===== config.mk =====
export PLATFORM = sky130hd
export DESIGN_NAME = m5_ar_sample_queue
export DESIGN_NICKNAME = d
export VERILOG_FILES = /design/src/rtl/m5_pkg.sv /design/src/rtl/mig_params.sv /design/src/rtl/m5_sync_fifo.sv /design/src/rtl/m5_ar_sample_queue.sv
export SDC_FILE = /design/constraint.sdc
export NUM_CORES = 1
export LEC_CHECK = 0
export BUFFER_PORTS_ARGS = -buffer_cell sky130_fd_sc_hd__buf_4
export CAP_MARGIN = 30
export CORE_MARGIN = 2
export CORE_UTILIZATION = 45
export CTS_BUF_LIST = sky130_fd_sc_hd__clkbuf_4
export CTS_CLUSTER_SIZE = 8
export DETAILED_ROUTE_END_ITERATION = 8
export PLACE_DENSITY_LB_ADDON = 0.2
export SKIP_LAST_GASP = 1
export SLEW_MARGIN = 20
export SYNTH_ARGS = -nofsm -noshare
export SYNTH_HDL_FRONTEND = slang
export SYNTH_HIERARCHICAL = 1
export SYNTH_SLANG_ARGS = --single-unit
export TNS_END_PERCENT = 10

===== constraint.sdc =====
create_clock -name clk -period 16.35 [get_ports clk]
set_input_delay 3.27 -clock clk [delete_from_list [all_inputs] [get_ports clk]]
set_output_delay 3.27 -clock clk [all_outputs]
set_load 0.02 [all_outputs]

===== src/rtl/m5_pkg.sv =====
// Shared types for the AR sample queue.
// Compile-time constants and types only; no logic.
// Not applicable: nothing to back-pressure.
package m5_pkg;
  localparam int unsigned AR_Q_DEPTH = 16;

  // One sampled AR handshake: address plus the observed handshake bits.
  typedef struct packed {
    logic [33:0] araddr;
    logic        arvalid;
    logic        arready;
  } queue_struct_t;
endpackage


===== src/rtl/mig_params.sv =====
// Migration-tracker shared parameters.
// Compile-time constants only; no logic.
// Not applicable: nothing to back-pressure.
package mig_params;
  // Monitored migration window: 16 MB.
  localparam int unsigned MIG_REGION_SIZE = 32'd16777216;
endpackage


===== src/rtl/m5_sync_fifo.sv =====
// Generic first-word-fall-through FIFO with occupancy count.
// Push visible at head one cycle later; pop advances head next cycle.
// Push while full is accepted only together with a pop; otherwise ignored.
module m5_sync_fifo #(
  parameter int WIDTH = 36,
  parameter int DEPTH = 16
) (
  input  logic                     clk,
  input  logic                     reset,
  input  logic                     push_i,
  input  logic [WIDTH-1:0]         push_dat_i,
  input  logic                     pop_i,
  output logic [WIDTH-1:0]         pop_dat_o,
  output logic                     pop_vld_o,
  output logic [$clog2(DEPTH):0]   occupancy_o,
  output logic                     full_o
);
  localparam int AW = $clog2(DEPTH);
  localparam int CW = AW + 1;

  logic [WIDTH-1:0] mem_q [DEPTH];
  logic [AW-1:0]    rd_ptr_q, rd_ptr_d;
  logic [AW-1:0]    wr_ptr_q, wr_ptr_d;
  logic [CW-1:0]    cnt_q, cnt_d;
  logic             pop_en, push_en;

  assign pop_en  = pop_i & (cnt_q != '0);
  assign push_en = push_i & ((cnt_q != CW'(DEPTH)) | pop_en);

  // Next-state for pointers and count; a same-cycle push and pop keeps the count.
  always_comb begin
    rd_ptr_d = rd_ptr_q;
    wr_ptr_d = wr_ptr_q;
    cnt_d    = cnt_q;
    if (pop_en)  rd_ptr_d = rd_ptr_q + AW'(1);
    if (push_en) wr_ptr_d = wr_ptr_q + AW'(1);
    case ({push_en, pop_en})
      2'b10:   cnt_d = cnt_q + CW'(1);
      2'b01:   cnt_d = cnt_q - CW'(1);
      default: cnt_d = cnt_q;
    endcase
  end

  // Pointer and count registers.
  always_ff @(posedge clk) begin
    if (reset) begin
      rd_ptr_q <= '0;
      wr_ptr_q <= '0;
      cnt_q    <= '0;
    end else begin
      rd_ptr_q <= rd_ptr_d;
      wr_ptr_q <= wr_ptr_d;
      cnt_q    <= cnt_d;
    end
  end

  // Storage write; contents need no reset because the head is masked when empty.
  always_ff @(posedge clk) begin
    if (push_en) mem_q[wr_ptr_q] <= push_dat_i;
  end

  assign pop_vld_o   = (cnt_q != '0);
  assign pop_dat_o   = pop_vld_o ? mem_q[rd_ptr_q] : '0;
  assign occupancy_o = cnt_q;
  assign full_o      = (cnt_q == CW'(DEPTH));
endmodule


===== src/rtl/m5_ar_sample_queue.sv =====
// Samples AR handshakes in the migration window into a FWFT queue.
// Handshake in cycle N appears at q_out in cycle N+1.
// Never stalls the AR channel; records arriving to a full queue are dropped and counted.
module m5_ar_sample_queue
  import m5_pkg::*;
#(
  parameter int          DEPTH        = m5_pkg::AR_Q_DEPTH,
  parameter int          SAMPLE_SHIFT = 0,
  parameter int unsigned REGION_SIZE  = mig_params::MIG_REGION_SIZE
) (
  input  logic                     clk,
  input  logic                     reset,
  input  logic [33:0]              ar_araddr,
  input  logic                     ar_arvalid,
  input  logic                     ar_arready,
  input  logic                     region_en,
  input  logic [33:0]              region_base,
  output queue_struct_t            q_out,
  output logic                     q_valid,
  input  logic                     q_ready,
  output logic [$clog2(DEPTH):0]   occupancy,
  output logic                     full,
  output logic [31:0]              drop_cnt
);
  localparam int R = $clog2(REGION_SIZE);

  logic          hs, qual, candidate, pop, push, drop;
  logic [31:0]   drop_cnt_q, drop_cnt_d;
  queue_struct_t rec;
  logic [35:0]   head_dat;
  logic          unused_base_lo;

  assign hs   = ar_arvalid & ar_arready;
  assign qual = hs & (~region_en | (ar_araddr[33:R] == region_base[33:R]));
  // Address bits below the window granularity play no part in the match.
  assign unused_base_lo = ^region_base[R-1:0];

  // Keep 1 of every 2^SAMPLE_SHIFT qualifying handshakes; drops do not disturb the phase.
  if (SAMPLE_SHIFT == 0) begin : g_nodec
    assign candidate = qual;
  end else begin : g_dec
    logic [SAMPLE_SHIFT-1:0] dec_q, dec_d;
    assign dec_d     = qual ? dec_q + SAMPLE_SHIFT'(1) : dec_q;
    assign candidate = qual & (dec_q == '0);
    // Decimation phase counter.
    always_ff @(posedge clk) begin
      if (reset) dec_q <= '0;
      else       dec_q <= dec_d;
    end
  end

  assign pop  = q_valid & q_ready;
  assign push = candidate & (~full | pop);
  assign drop = candidate & full & ~pop;

  assign rec.araddr  = ar_araddr;
  assign rec.arvalid = 1'b1;
  assign rec.arready = 1'b1;

  m5_sync_fifo #(
    .WIDTH ($bits(queue_struct_t)),
    .DEPTH (DEPTH)
  ) u_fifo (
    .clk         (clk),
    .reset       (reset),
    .push_i      (push),
    .push_dat_i  (rec),
    .pop_i       (pop),
    .pop_dat_o   (head_dat),
    .pop_vld_o   (q_valid),
    .occupancy_o (occupancy),
    .full_o      (full)
  );

  assign q_out = queue_struct_t'(head_dat);

  assign drop_cnt_d = (drop && (drop_cnt_q != '1)) ? drop_cnt_q + 32'd1 : drop_cnt_q;

  // Saturating drop counter.
  always_ff @(posedge clk) begin
    if (reset) drop_cnt_q <= '0;
    else       drop_cnt_q <= drop_cnt_d;
  end

  assign drop_cnt = drop_cnt_q;
endmodule


==> qor.yml <==
outcome:
  status: "completed"
worst_setup_path:
  required_ns: 13.08
  worst-path-buf-inv: 3
  worstSetupEndpointType: "primary output"
  crit_family: "buffers and inverters"
  critPathMaxStageDelay_ns: 0.91
  criticalPathCategory: "flop to primary output"
  crit_fanout: 48
  critPathMostFrequentCell: "buf_4"
  cp-start-kind: "flop"
  cp_slowest_cell: "dfxtp_4"
  path_cells: "buf_4, buf_4, mux4_2, mux2i_1, o211ai_1, buf_4"
  arrival_ns: 4.31
timing:
  post-route-period-util_pct: 46.4
  finalClockSkew_ns: 0.0339
  fmax_mhz: 132
  slew_viol_final: 0
  rsz0062_at_grt: "no"
  setup_viol: 0
  finalHoldViolations: 0
  slew_headroom_pct: 41.2
  holdWs_ns: 0.512
  final.min_clock_period_ns: 7.58
  worst_pin_slew_ns: 0.874
  tns_ns: 0
routing:
  routedWlPerCell_um: 23.1
  detail-route-antenna-nets: 0
  vias: 13200
  first_pass_iters: 6
  drc_errors: 0
  wl_um: 54500
  drt_iter0_drc: 950
  viasPerCell: 5.58
place:
  dpl_cell_area_um2: 26600
  io_buffers: 124
  placed_cells: 2079
  gp_congestion: 0.751
  dp_hpwl_um: 27500
clock_network:
  ctsHtreeMaxLevel: 4
  cts_sinks: 625
  worstSkewPairLatency_ns: 0.97
  clk_pin_slew_worst_paths_ns: 0.06
  cts-root-buf: "clkbuf_4"
  post_cts_buffers: 0
  cts_tree: "done"
  holdBufCountCts: 0
  post_cts_resize_count: 0
  clock_path_buffers: 3
  cts_inserted_buffers: 160
synthesis:
  yosys_register_bits: 625
  yosys_warnings: 6
  yosysMostFrequentCell: "edfxtp_1"
  synth_area_um2: 24600
  ys_seq_area_share_pct: 74.3
  ys_top_cells_by_area: "edfxtp_1 (70%), mux4_2 (13%), dfxtp_1 (4.0%)"
  synthFlopType: "edfxtp_1"
  yosysTopAreaCell: "edfxtp_1"
  synth_top_area_share_pct: 70.3
  syn_inst: 1272
  synth_cell_types: 53
  async_flop_share_pct: 0
  synth_common_cells: "edfxtp_1 (576), mux4_2 (144), nand3_1 (88)"
  synth_edf_count: 576
  avgSynthCellArea_um2: 19.3
floorplan:
  dieArea_um2: 56600
  io_pins: 149
  die_y_um: 238
  start_util_pct: 45.6
  rows: 85
  coreArea_um2: 53900
  fp.dieW_um: 238
finish:
  syn_to_final_growth_pct: 16.5
  drive_above_1_share_pct: 34.7
  finalNetCount: 1631
  fin_area_um2: 28700
  fillCellCount: 4341
  stdcell_count: 2360
global_route:
  grt_use_total_pct: 20.0
  antenna_found_initial: 3
  grt_overflow_total: 0
  grt_max_degree: 61
  grt_pass1_wl_um: 82500
  grt_pass1_vias: 13700
job:
  drv_cap: 0
power:
  leakage_nw: 9.11
  power_density_nw_per_um2: 113
  ir_drop_mv: 0.0481
hold_path:
  hold_class: "flop to flop"
==> power breakdown <==
group          switching (mW)  internal (mW)  total [mW]
combinational           0.113         0.0624       0.175
sequential            0.00565           1.75        1.75
clock                   0.606          0.707        1.31
==> per-layer routing <==
metal | share of wire [%] | global-route usage (%) | vias up
li1 | - | - | 5891
met1 | 44 | 26.9 | 6807
met2 | 49 | 31.3 | 399
met3 | 6.2 | 5.97 | 77
met4 | 1.7 | 6.58 | 2
met5 | 0.024 | 0 | -
==> flip-flops by register name, indices dropped and copies added, names as in the netlist, named ones only <==
signal / flops
u_fifo/occupancy_o: 5
drop_cnt: 32
u_fifo/wr_ptr_q: 4
u_fifo/rd_ptr_q: 4
u_fifo/mem_q: 576
==> cell type report <==
type | instances | area [µm²] | area share, %
antenna | 2 | 5.00 | 0.0175
inverter | 9 | 33.8 | 0.118
clock inverter | 47 | 295 | 1.03
tap | 696 | 871 | 3.04
clock buffer | 230 | 1730 | 6.02
multi-input combinational | 596 | 6210 | 21.7
timing repair buffer | 155 | 1240 | 4.31
sequential | 625 | 18300 | 63.8
==> kinds of logic after synthesis <==
group                      count (synthesis)  share of synthesized area, %
AOI/OAI and AO/OA                        118                          3.14
xor gates and xnor gates                  18                         0.641
adders and majority gates                 10                         0.539
buffers and inverters                     82                          1.50
DFF                                      625                          74.3
muxes                                    185                          14.9
other                                      1                        0.0152
and+or+nand+nor                          233                          5.05
==> path summary, 6_finish.rpt <==
kind | startpoint | to | slack [ns] | depth (start not counted)
worst min register to register | drop_cnt[31] | drop_cnt[31] | 0.51 | 2
worst max-delay path | flop | q_out[32] | 8.77 | 6
worst max register to register | u_fifo/occupancy_o[0] | u_fifo/mem_q[9][23] | 11.72 | 9
worst min-delay path | drop_cnt[31] | drop_cnt[31] | 0.51 | 2
==> worst min-delay path, stage by stage, from the launching register on <==
cell and delay [ns]:
dfxtp_1 0.33, o31ai_1 0.08, a21oi_1 0.06
==> through the flow <==
| step | total power [mW] | worst slack [ns] | utilization, % |
|---|---|---|---|
| after global routing | 3.39 | 8.32 | 53.2 |
| after floorplan | 1.88 | 8.25 | - |
| after detailed placement | 1.96 | 8.69 | 49.3 |
| after CTS | 3.29 | 8.38 | 53.1 |
| final | 3.24 | 8.77 | 53.2 |
| after global placement | 1.96 | 8.76 | 49.2 |
==> cells in the final DEF, fill, tap and decap left out, types with 13 or more instances in the layout <==
cell type    n
conb_1      32
mux4_2     144
o211ai_1    39
o21ai_0     18
mux2i_1     38
edfxtp_1   576
a21oi_1     33
clkbuf_4   230
buf_4      151
dfxtp_1     46
nand2_1     24
or3_1       16
clkinv_1    32
nand3_1     88
or4_1       13
nor2_1      25
xor2_1      16
No activity file was read; power rests on OpenSTA's default activity.
